[src/rtl/imem_loader.sv]
// imem_loader -- boot-time instruction memory programmer.
//
// Receives a framed byte stream, assembles little-endian 32-bit words and
// writes them to the instruction memory, holding the core off fetch while a
// load is in progress.
//
// Frame: 0xA5, CNT_LO, CNT_HI, 4*CNT data bytes, CSUM (mod-256 sum of data).
//
// Ports:
//   clk        in   system clock, rising edge
//   rst_n      in   synchronous active-low reset
//   in_valid   in   byte stream valid
//   in_data    in   byte stream data [7:0]
//   in_ready   out  byte accepted when in_valid && in_ready (1 after reset)
//   imem_we    out  one-cycle word write strobe
//   imem_waddr out  word write address [AWIDTH-1:0]
//   imem_wdata out  word write data [DWIDTH-1:0]
//   core_hold  out  keeps the core stalled while high
//   load_done  out  one-cycle pulse on a successful load
//   load_err   out  sticky error flag, cleared at the next frame start
//
// Optional feature: define LOADER_TIMEOUT_EN to abort a frame after
// TIMEOUT_CYCLES consecutive cycles without a byte while mid-frame.
module imem_loader #(
  parameter int DWIDTH         = 32,
  parameter int AWIDTH         = 10,
  parameter int TIMEOUT_CYCLES = 1000000
) (
  input  logic              clk,
  input  logic              rst_n,
  input  logic              in_valid,
  input  logic [7:0]        in_data,
  output logic              in_ready,
  output logic              imem_we,
  output logic [AWIDTH-1:0] imem_waddr,
  output logic [DWIDTH-1:0] imem_wdata,
  output logic              core_hold,
  output logic              load_done,
  output logic              load_err
);

  typedef enum logic [2:0] {
    S_IDLE = 3'd0,
    S_LEN0 = 3'd1,
    S_LEN1 = 3'd2,
    S_DATA = 3'd3,
    S_CSUM = 3'd4
  } state_t;

  localparam logic [16:0] MAX_CNT = 17'(1 << AWIDTH);

  state_t              r_state;
  state_t              w_state_next;
  logic                r_in_ready;
  logic                r_we;
  logic [AWIDTH-1:0]   r_waddr;
  logic [DWIDTH-1:0]   r_wdata;
  logic                r_hold;
  logic                r_done;
  logic                r_err;
  logic [7:0]          r_cnt_lo;
  logic [15:0]         r_words_left;
  logic [AWIDTH-1:0]   r_addr;
  logic [1:0]          r_byte_idx;
  logic [DWIDTH-9:0]   r_asm;        // first three bytes of the current word
  logic [7:0]          r_sum;

  logic                w_accept;
  logic [15:0]         w_cnt;
  logic                w_cnt_big;
  logic                w_last_word;
  logic                w_start;
  logic                w_len_err;
  logic                w_word_done;
  logic                w_csum_ok;
  logic                w_csum_bad;
  logic                w_tmo;

  assign w_accept    = in_valid & r_in_ready;
  assign w_cnt       = {in_data, r_cnt_lo};
  assign w_cnt_big   = ({1'b0, w_cnt} > MAX_CNT);
  assign w_last_word = (r_words_left == 16'd1);

`ifdef LOADER_TIMEOUT_EN
  localparam int TMO_W = $clog2(TIMEOUT_CYCLES + 1);
  localparam logic [TMO_W-1:0] TMO_LAST = TMO_W'(TIMEOUT_CYCLES - 1);
  logic [TMO_W-1:0] r_tmo;

  // Idle-byte counter: runs only mid-frame, cleared by every accepted byte.
  always_ff @(posedge clk) begin
    if (!rst_n || (r_state == S_IDLE) || w_accept) begin
      r_tmo <= '0;
    end else begin
      r_tmo <= r_tmo + TMO_W'(1);
    end
  end
`endif

  // State register.
  always_ff @(posedge clk) begin
    if (!rst_n) begin
      r_state <= S_IDLE;
    end else begin
      r_state <= w_state_next;
    end
  end

  // Next-state logic; a timeout overrides whatever the frame parser wants.
  always_comb begin
    w_state_next = r_state;
    if (w_tmo) begin
      w_state_next = S_IDLE;
    end else begin
      case (r_state)
        S_IDLE: w_state_next = w_start ? S_LEN0 : S_IDLE;
        S_LEN0: w_state_next = w_accept ? S_LEN1 : S_LEN0;
        S_LEN1: begin
          if (!w_accept) begin
            w_state_next = S_LEN1;
          end else if (w_cnt_big) begin
            w_state_next = S_IDLE;
          end else if (w_cnt == 16'd0) begin
            w_state_next = S_CSUM;
          end else begin
            w_state_next = S_DATA;
          end
        end
        S_DATA: w_state_next = (w_word_done && w_last_word) ? S_CSUM : S_DATA;
        S_CSUM: w_state_next = w_accept ? S_IDLE : S_CSUM;
        default: w_state_next = S_IDLE;
      endcase
    end
  end

  // Per-state event decode feeding the registered outputs.
  always_comb begin
    w_start     = 1'b0;
    w_len_err   = 1'b0;
    w_word_done = 1'b0;
    w_csum_ok   = 1'b0;
    w_csum_bad  = 1'b0;
    case (r_state)
      S_IDLE: w_start     = w_accept && (in_data == 8'hA5);
      S_LEN1: w_len_err   = w_accept && w_cnt_big;
      S_DATA: w_word_done = w_accept && (r_byte_idx == 2'd3);
      S_CSUM: begin
        w_csum_ok  = w_accept && (in_data == r_sum);
        w_csum_bad = w_accept && (in_data != r_sum);
      end
      default: w_start = 1'b0;
    endcase
`ifdef LOADER_TIMEOUT_EN
    w_tmo = (r_state != S_IDLE) && !w_accept && (r_tmo == TMO_LAST);
`else
    w_tmo = 1'b0;
`endif
  end

  // Datapath and registered outputs.
  always_ff @(posedge clk) begin
    if (!rst_n) begin
      r_in_ready   <= 1'b0;
      r_we         <= 1'b0;
      r_waddr      <= '0;
      r_wdata      <= '0;
      r_hold       <= 1'b0;
      r_done       <= 1'b0;
      r_err        <= 1'b0;
      r_cnt_lo     <= 8'd0;
      r_words_left <= 16'd0;
      r_addr       <= '0;
      r_byte_idx   <= 2'd0;
      r_asm        <= '0;
      r_sum        <= 8'd0;
    end else begin
      r_in_ready <= 1'b1;
      r_we       <= w_word_done;
      r_done     <= w_csum_ok;
      if (w_start) begin
        r_err  <= 1'b0;
        r_hold <= 1'b1;
        r_sum  <= 8'd0;
      end
      // core_hold is left high on every failure path.
      if (w_len_err || w_csum_bad || w_tmo) begin
        r_err <= 1'b1;
      end
      if (w_csum_ok) begin
        r_hold <= 1'b0;
      end
      if ((r_state == S_LEN0) && w_accept) begin
        r_cnt_lo <= in_data;
      end
      if ((r_state == S_LEN1) && w_accept) begin
        r_words_left <= w_cnt;
        r_addr       <= '0;
        r_sum        <= 8'd0;
        r_byte_idx   <= 2'd0;
      end
      if ((r_state == S_DATA) && w_accept) begin
        r_asm      <= {in_data, r_asm[DWIDTH-9:8]};
        r_sum      <= r_sum + in_data;
        r_byte_idx <= r_byte_idx + 2'd1;
      end
      // Write registers are loaded only here, so they hold between writes.
      if (w_word_done) begin
        r_waddr      <= r_addr;
        r_wdata      <= {in_data, r_asm};
        r_words_left <= r_words_left - 16'd1;
        // No increment after the last word: a full-capacity load never wraps.
        if (!w_last_word) begin
          r_addr <= r_addr + {{(AWIDTH-1){1'b0}}, 1'b1};
        end
      end
    end
  end

  assign in_ready   = r_in_ready;
  assign imem_we    = r_we;
  assign imem_waddr = r_waddr;
  assign imem_wdata = r_wdata;
  assign core_hold  = r_hold;
  assign load_done  = r_done;
  assign load_err   = r_err;

endmodule

[config.mk]
export PLATFORM = sky130hd
export DESIGN_NAME = imem_loader
export DESIGN_NICKNAME = d
export VERILOG_FILES = /design/src/rtl/imem_loader.sv
export SDC_FILE = /design/constraint.sdc
export NUM_CORES = 1
export LEC_CHECK = 0
export BUFFER_PORTS_ARGS = -buffer_cell sky130_fd_sc_hd__buf_2
export CAP_MARGIN = 10
export CORE_MARGIN = 10
export CORE_UTILIZATION = 45
export CTS_BUF_LIST = sky130_fd_sc_hd__clkbuf_2 sky130_fd_sc_hd__clkbuf_4 sky130_fd_sc_hd__clkbuf_8
export DETAILED_ROUTE_END_ITERATION = 10
export PLACE_DENSITY = 0.67
export SETUP_SLACK_MARGIN = 0.05
export SYNTH_ARGS = -nofsm -noshare
export SYNTH_HDL_FRONTEND = slang
export SYNTH_SLANG_ARGS = --single-unit
[constraint.sdc]
create_clock -name clk -period 2.8 [get_ports clk]
set_clock_uncertainty 0.2 [all_clocks]
set_input_delay 0.56 -clock clk [delete_from_list [all_inputs] [get_ports clk]]
set_output_delay 0.56 -clock clk [all_outputs]
set_load 0.01 [all_outputs]
# [Word level (Yosys, flattened, before mapping)]
# Cells that the tools add are included.
[op_classes] n_mux=26 magnitude_cmp=1 n_reduce_logical=17 eq_ne=9 n_addsub=4 bitwise_logic=2
[ops] operator="two-way mux 16 bit" count=2
[ops] operator="two-way mux 10 bit" count=3
[ops] operator="two-way mux 8 bit" count=3
[ops] operator="equality test 16 x 1 -> 1 bit, second input constant" count=1
[ops] operator="> comparator 16 x 11 -> 1 bit, second input constant" count=1
[ops] operator="logical NOT 16 bit" count=1
[ops] operator="subtractor 16 x 1 -> 16 bit, second input constant" count=1
[ops] operator="two-way mux 3 bit" count=5
[ops] operator="case mux 3 bit (5 select lines)" count=1
[ops] operator="adder 10 x 1 -> 10 bit, second input constant" count=1
[ops] operator="logical AND 1 bit" count=9
[ops] operator="two-way mux 1 bit" count=9
[ops] operator="adder 8 bit" count=1
[ops] operator="equality test 8 bit" count=1
[ops] operator="equality test 8 bit, second input constant" count=1
[ops] operator="!= test 8 bit" count=1
[ops] operator="equality test 3 x 2 -> 1 bit, second input constant" count=2
[ops] operator="two-way mux 2 bit" count=3
[ops] operator="nonzero test 2 bit" count=3
[ops] operator="equality test 3 x 1 -> 1 bit, second input constant" count=1
[ops] operator="equality test 3 bit, second input constant" count=1
[ops] operator="logical NOT 3 bit" count=1
[ops] operator="nonzero test 3 bit" count=1
[ops] operator="adder 2 x 1 -> 2 bit, second input constant" count=1
[ops] operator="5 further kinds" count=5
[word_totals] elab_cells=73 in_bits=11 ff_bits=118

# [Depth between registers and ports, before layout]
# Gate-level depths: netlist (run 1).
[depth] depth_word=6 ltp_mapped=8 depth_no_buf=7

# [Least setup slack after synthesis (run 1)]
# No wires, ideal clock.
[synth_timing] kind="reg2reg" startpoint="reg r_words_left[3]" endpoint="reg r_words_left[12]" t_arrival_ns=2.483 slack_ns=0.047 period_less_slack_ns=2.753 setup_time_ns=0.070 path_stages_with_launch=8 path_cell_list="dfxtp_1 buf_6 or4_1 buf_2 nor4b_1 nor3b_1 mux2_2 a21oi_1"
[synth_between] elab_chain_cells=2
[synth_rtl] item="start: declaration" line="62" source="logic [15:0] r_words_left;"
[synth_rtl] item="start signal: assignment" line="195" source="r_words_left <= w_cnt;"
[synth_rtl] item="start signal: assignment" line="209" source="r_words_left <= r_words_left - 16'd1;"
[synth_rtl] item="subtractor 16 x 1 -> 16 bit" line="209"
[synth_rtl] item="two-way mux 16 bit" line="206" source="if (w_word_done) begin"
# Every way passes these cells.
# A chain may end at the register's enable or synchronous reset.

# [Final worst setup path (run 1)]
[layout_timing] startpoint="reg r_words_left[4]" endpoint="reg r_words_left[13]"
# Same word-level chain as after synthesis.

==> impl_metrics.json, run 1 <==
{
  "io_pins": 58,
  "seq_area_frac_synth_pct": 47.2,
  "dr.pass1.iters": 6,
  "cts_tree": "yes",
  "ir_drop_mv": 0.305,
  "clk_latency_ps": 430,
  "async_flop_share_pct": 0,
  "drtIter0Drc": 340,
  "cts_buffers": 17,
  "synthTopCellsByArea": "dfxtp_1, nand2_1, a21oi_1",
  "placementRows": 38,
  "cap_violations": 0,
  "wire_per_inst_um": 15.3,
  "ys_types": 58,
  "core-area_mm2": 0.0109,
  "synth_compound_area_share_pct": 17.8,
  "cts.sinks": 118,
  "finalSetupViolations": 0,
  "synth-simple-area-share_pct": 24.8,
  "postCtsSetupBuffers": 0,
  "relSlewSlack_pct": 44.7,
  "nets": 706,
  "cp-end-kind": "flip-flop",
  "finalCritPeriodShare_pct": 93.5,
  "status": "finished clean",
  "drc_errors": 0,
  "place_inst": 804,
  "finalWorstSetupSlack_ps": 182,
  "grt_pass1_vias": 4432,
  "die_y_um": 125,
  "postCtsHoldBufs": 0,
  "synth_nets": 643,
  "syn_area_mm2": 0.00500,
  "cp_max_fo": 7,
  "initial_core_util_pct": 46.0,
  "synth-edff-count": 0,
  "hold_path_class": "input pin to flip-flop",
  "fin_cells": 836,
  "syn_to_final_growth_pct": 20.2,
  "io_buffers": 57,
  "critPathLaunchType": "flip-flop",
  "synth_xor_area_share_pct": 1.05,
  "hold_path_startpoint": "rst_n",
  "synth_top_family_by_area": "simple AND/OR/NAND/NOR gates",
  "gp_congestion": 0.912,
  "max_slew.worst_pin.slew_ps": 828,
  "slew_viol_final": 0,
  "r2r-start": "r_words_left[4]",
  "tns_ps": 0,
  "grt_max_degree": 49,
  "avgViaCountPerCell": 5.54,
  "pre_cts_ws_ps": 172,
  "die_area_mm2": 0.0157,
  "grt_usage_pct": 16.1,
  "syn_inst": 620,
  "power.density_mw_per_mm2": 608,
  "dp_hpwl_um": 8840,
  "vias": 4635,
  "critPathRequiredTime_ps": 2960,
  "synth.avg_cell_area_um2": 8.07,
  "cts_resized": 0,
  "ys_ff_latch": 118,
  "die_x_um": 125,
  "hold_viol": 0,
  "finalCriticalPeriod_ps": 2620,
  "fmax_mhz": 382,
  "drive_above_1_share_pct": 18.8,
  "ant_nets": 0,
  "yosys-mux-area-fraction_pct": 2.43,
  "layout_common_cells": "nand2_1, dfxtp_1, a21oi_1",
  "diodes": 0,
  "grt_first_pass_wirelength_um": 21400,
  "synth_top_area_cell": "dfxtp_1",
  "arrival_ps": 2780,
  "cts_root_buf": "clkbuf_8",
  "gr-total-overflow": 0,
  "cts_buffer_depth": 2,
  "critPathKind": "flip-flop to flip-flop",
  "ys.flop_type": "dfxtp_1",
  "netlist.area_leader.share_pct": 47.2,
  "p_leak_uw": 0.00233,
  "h-tree-depth": 4,
  "antenna_found_initial": 0,
  "final_common_cell": "nand2_1",
  "wl_um": 12800,
  "rsz0062_at_grt": "false",
  "path_clk_slew_ps": 70,
  "synth_adder_area_share_pct": 3.15,
  "startpoint": "r_words_left[4]",
  "ys_warn_count": 0
}
-- logic make-up (layout without fill, tap and decap cells) --
| kind of cell | count (synthesis) | count (layout) |
|---|---|---|
| mux | 12 | 12 |
| simple gates | 276 | 276 |
| flops | 118 | 118 |
| buf+inv | 46 | 122 |
| xor+xnor | 6 | 6 |
| fa+ha+maj | 12 | 12 |
| compound gates | 150 | 150 |
-- sequential cells by signal (all words and copies together) (netlist names) --
register      flops
core_hold         1
imem_waddr       10
imem_wdata       32
imem_we           1
in_ready          1
load_done         1
load_err          1
r_addr           10
r_asm            24
r_byte_idx        2
r_cnt_lo          8
r_state           3
r_sum             8
r_words_left     16
-- critical path: stages (launching register included) --
cell,delay (ps)
dfxtp_1,360
or4_1,530
or3_4,360
or4_4,530
or4_1,410
a31oi_1,160
-- power breakdown --
part | leakage [uW] | internal (uW) | total (uW) | switching (uW)
sequential | 0.000950 | 1680 | 1680 | 1.32
combinational | 0.00114 | 26.4 | 95.0 | 68.6
clock | 0.000235 | 1210 | 1880 | 676
-- synthesized netlist by cell type (all sizes together) (6+ instances only) --
master / count
nor4: 7
mux2i: 11
clkbuf: 34
nor2: 37
nand3: 26
nand2b: 6
nand2: 159
a21oi: 94
nor3: 7
dfxtp: 118
inv: 7
a31oi: 8
a311oi: 6
ha: 11
or3: 9
o21ai: 9
-- metrics by stage --
step                instance area (um2)  power [uW]  hold WS, ps  utilization [%]
floorplan                          5010        1770          232                -
global placement                   5530        1810          241             50.7
detailed placement                 5530        1810          245             50.7
CTS                                6020        3690          219             55.3
global route                       6020        3780          225             55.3
finish                             6020        3660          242             55.3
-- metal layers --
metal	vias to the layer above	wire [um]	GRT usage, %
li1	2299	-	-
met1	2175	5730	19.8
met2	138	6040	25.7
met3	23	759	4.60
met4	0	291	6.64
met5	-	0	0
-- layout make-up --
| type | instances | area, um2 |
|---|---|---|
| clock buffer | 20 | 269 |
| inverter | 7 | 26.3 |
| fill | 1020 | 4870 |
| sequential | 118 | 2360 |
| multi-input combinational | 456 | 2480 |
| timing repair buffer | 83 | 480 |
| clock inverter | 12 | 224 |
| tap | 140 | 175 |
-- path summary, 6_finish.rpt --
kind / to / slack (ps) / cells past startpoint
worst min register to register: imem_waddr[4] / 250 / 2
worst min-delay path: in_ready / 240 / 1
worst max register to register: r_words_left[13] / 180 / 5
worst max-delay path: r_words_left[13] / 180 / 5
(Power assumes the default switching activity.)
==> inputs of run 2 (changes only) <==
--- a/config.mk
+++ b/config.mk
@@ -9,7 +9,6 @@
 export CAP_MARGIN = 10
 export CORE_MARGIN = 10
 export CORE_UTILIZATION = 45
-export CTS_BUF_LIST = sky130_fd_sc_hd__clkbuf_2 sky130_fd_sc_hd__clkbuf_4 sky130_fd_sc_hd__clkbuf_8
 export DETAILED_ROUTE_END_ITERATION = 10
 export PLACE_DENSITY = 0.67
 export SETUP_SLACK_MARGIN = 0.05
==> impl_metrics.json, run 2 (same netlist as run 1, synthesis figures left out) <==
{
  "seqCellArea_mm2": 0.00236,
  "die_x_um": 125,
  "tns_ps": 0,
  "finalWorstSetupSlack_ps": 172,
  "drive_above_1_share_pct": 18.7,
  "antenna_found_initial": 0,
  "finalCritPeriodShare_pct": 93.9,
  "power.density_mw_per_mm2": 680,
  "syn_to_final_growth_pct": 23.8,
  "final_area_mm2": 0.00619,
  "grt_pass1_vias": 4544,
  "vias": 4718,
  "die_y_um": 125,
  "dp_hpwl_um": 8840,
  "wl_um": 13100,
  "hold_ws_ps": 144,
  "postCtsHoldBufs": 0,
  "gr-total-overflow": 0,
  "critPathKind": "flip-flop to flip-flop",
  "finalCriticalPeriod_ps": 2630,
  "rsz0062_at_grt": "false",
  "dr.pass1.iters": 7,
  "status": "finished clean",
  "die_area_mm2": 0.0157,
  "grt_max_degree": 49,
  "critPathLaunchType": "flip-flop",
  "placementRows": 38,
  "hold_path_class": "input pin to flip-flop",
  "cp-end-kind": "flip-flop",
  "finalSetupViolations": 0,
  "postCtsSetupBuffers": 0,
  "cts_buffer_depth": 2,
  "avgViaCountPerCell": 5.64,
  "cts_root_buf": "clkbuf_8",
  "pre_cts_ws_ps": 172,
  "p_leak_uw": 0.00241,
  "cts_tree": "yes",
  "ant_nets": 0,
  "cap_violations": 0,
  "cts_resized": 0,
  "cp_max_fo": 7,
  "core-area_mm2": 0.0109,
  "critPathRequiredTime_ps": 3060,
  "layout_common_cells": "nand2_1, dfxtp_1, a21oi_1",
  "clk_latency_ps": 530,
  "largest_reg_flops": 32,
  "diodes": 0,
  "grt_first_pass_wirelength_um": 22000,
  "ir_drop_mv": 0.348,
  "gp_congestion": 0.912,
  "fmax_mhz": 380,
  "drc_errors": 0,
  "max_slew.worst_pin.slew_ps": 821,
  "slew_viol_final": 0,
  "arrival_ps": 2890,
  "h-tree-depth": 4,
  "path_clk_slew_ps": 60,
  "cts_buffers": 17,
  "multi_input_area_mm2": 0.00248,
  "drtIter0Drc": 358,
  "placed_area_mm2": 0.00553,
  "cts.sinks": 118,
  "io_buffers": 57,
  "initial_core_util_pct": 46.0,
  "io_pins": 58,
  "wire_per_inst_um": 15.7,
  "grt_usage_pct": 16.6,
  "hold_viol": 0,
  "nets": 706,
  "fillCellCount": 1000,
  "relSlewSlack_pct": 45.2,
  "final_common_cell": "nand2_1"
}
-- run 2: cell counts in the layout (fill, tap and decap cells not counted) --
Identical to the previous run, type by type.
-- run 2: per-stage QoR --
stage,total power (uW),utilization [%],std cells
floorplan,1770,-,620
global placement,1810,50.7,804
detailed placement,1810,50.7,804
CTS,4240,56.9,836
global route,4340,56.9,836
finish,4210,56.9,836
-- run 2: cell type report --
cell class | count | area share (%)
sequential | 118 | 38.1
multi-input combinational | 456 | 40.1
tap | 140 | 2.83
timing repair buffer | 83 | 7.76
inverter | 7 | 0.424
clock inverter | 12 | 3.62
clock buffer | 20 | 7.19
-- run 2: power breakdown --
part	total [uW]	internal [uW]	switching, uW	leakage (uW)
logic	95.3	26.4	68.9	0.00114
registers	1680	1680	1.30	0.000950
clock network	2430	1670	762	0.000313
total	4210	3380	833	0.00241
-- run 2: routing by layer --
metal	vias to the layer above	track usage, %	share of wire (%)
met4	0	9.35	3.2
li1	2303	-	-
met2	136	26.2	47
met3	33	4.31	5.6
met1	2246	20.2	44
met5	-	0	0
-- run 2: worst paths after layout --
path	slack (ps)	depth (start not counted)	to	start
min reg2reg	250	2	imem_wdata[3]	imem_wdata[3]
min	140	1	in_ready	rst_n
max reg2reg	170	5	r_words_left[13]	r_words_left[4]
max	170	5	r_words_left[13]	r_words_left[4]
-- run 2: critical path: stages, from the launching register on --
cell     delay [ps]
dfxtp_1         360
or4_1           530
or3_4           360
or4_4           530
or4_1           420
a31oi_1         170
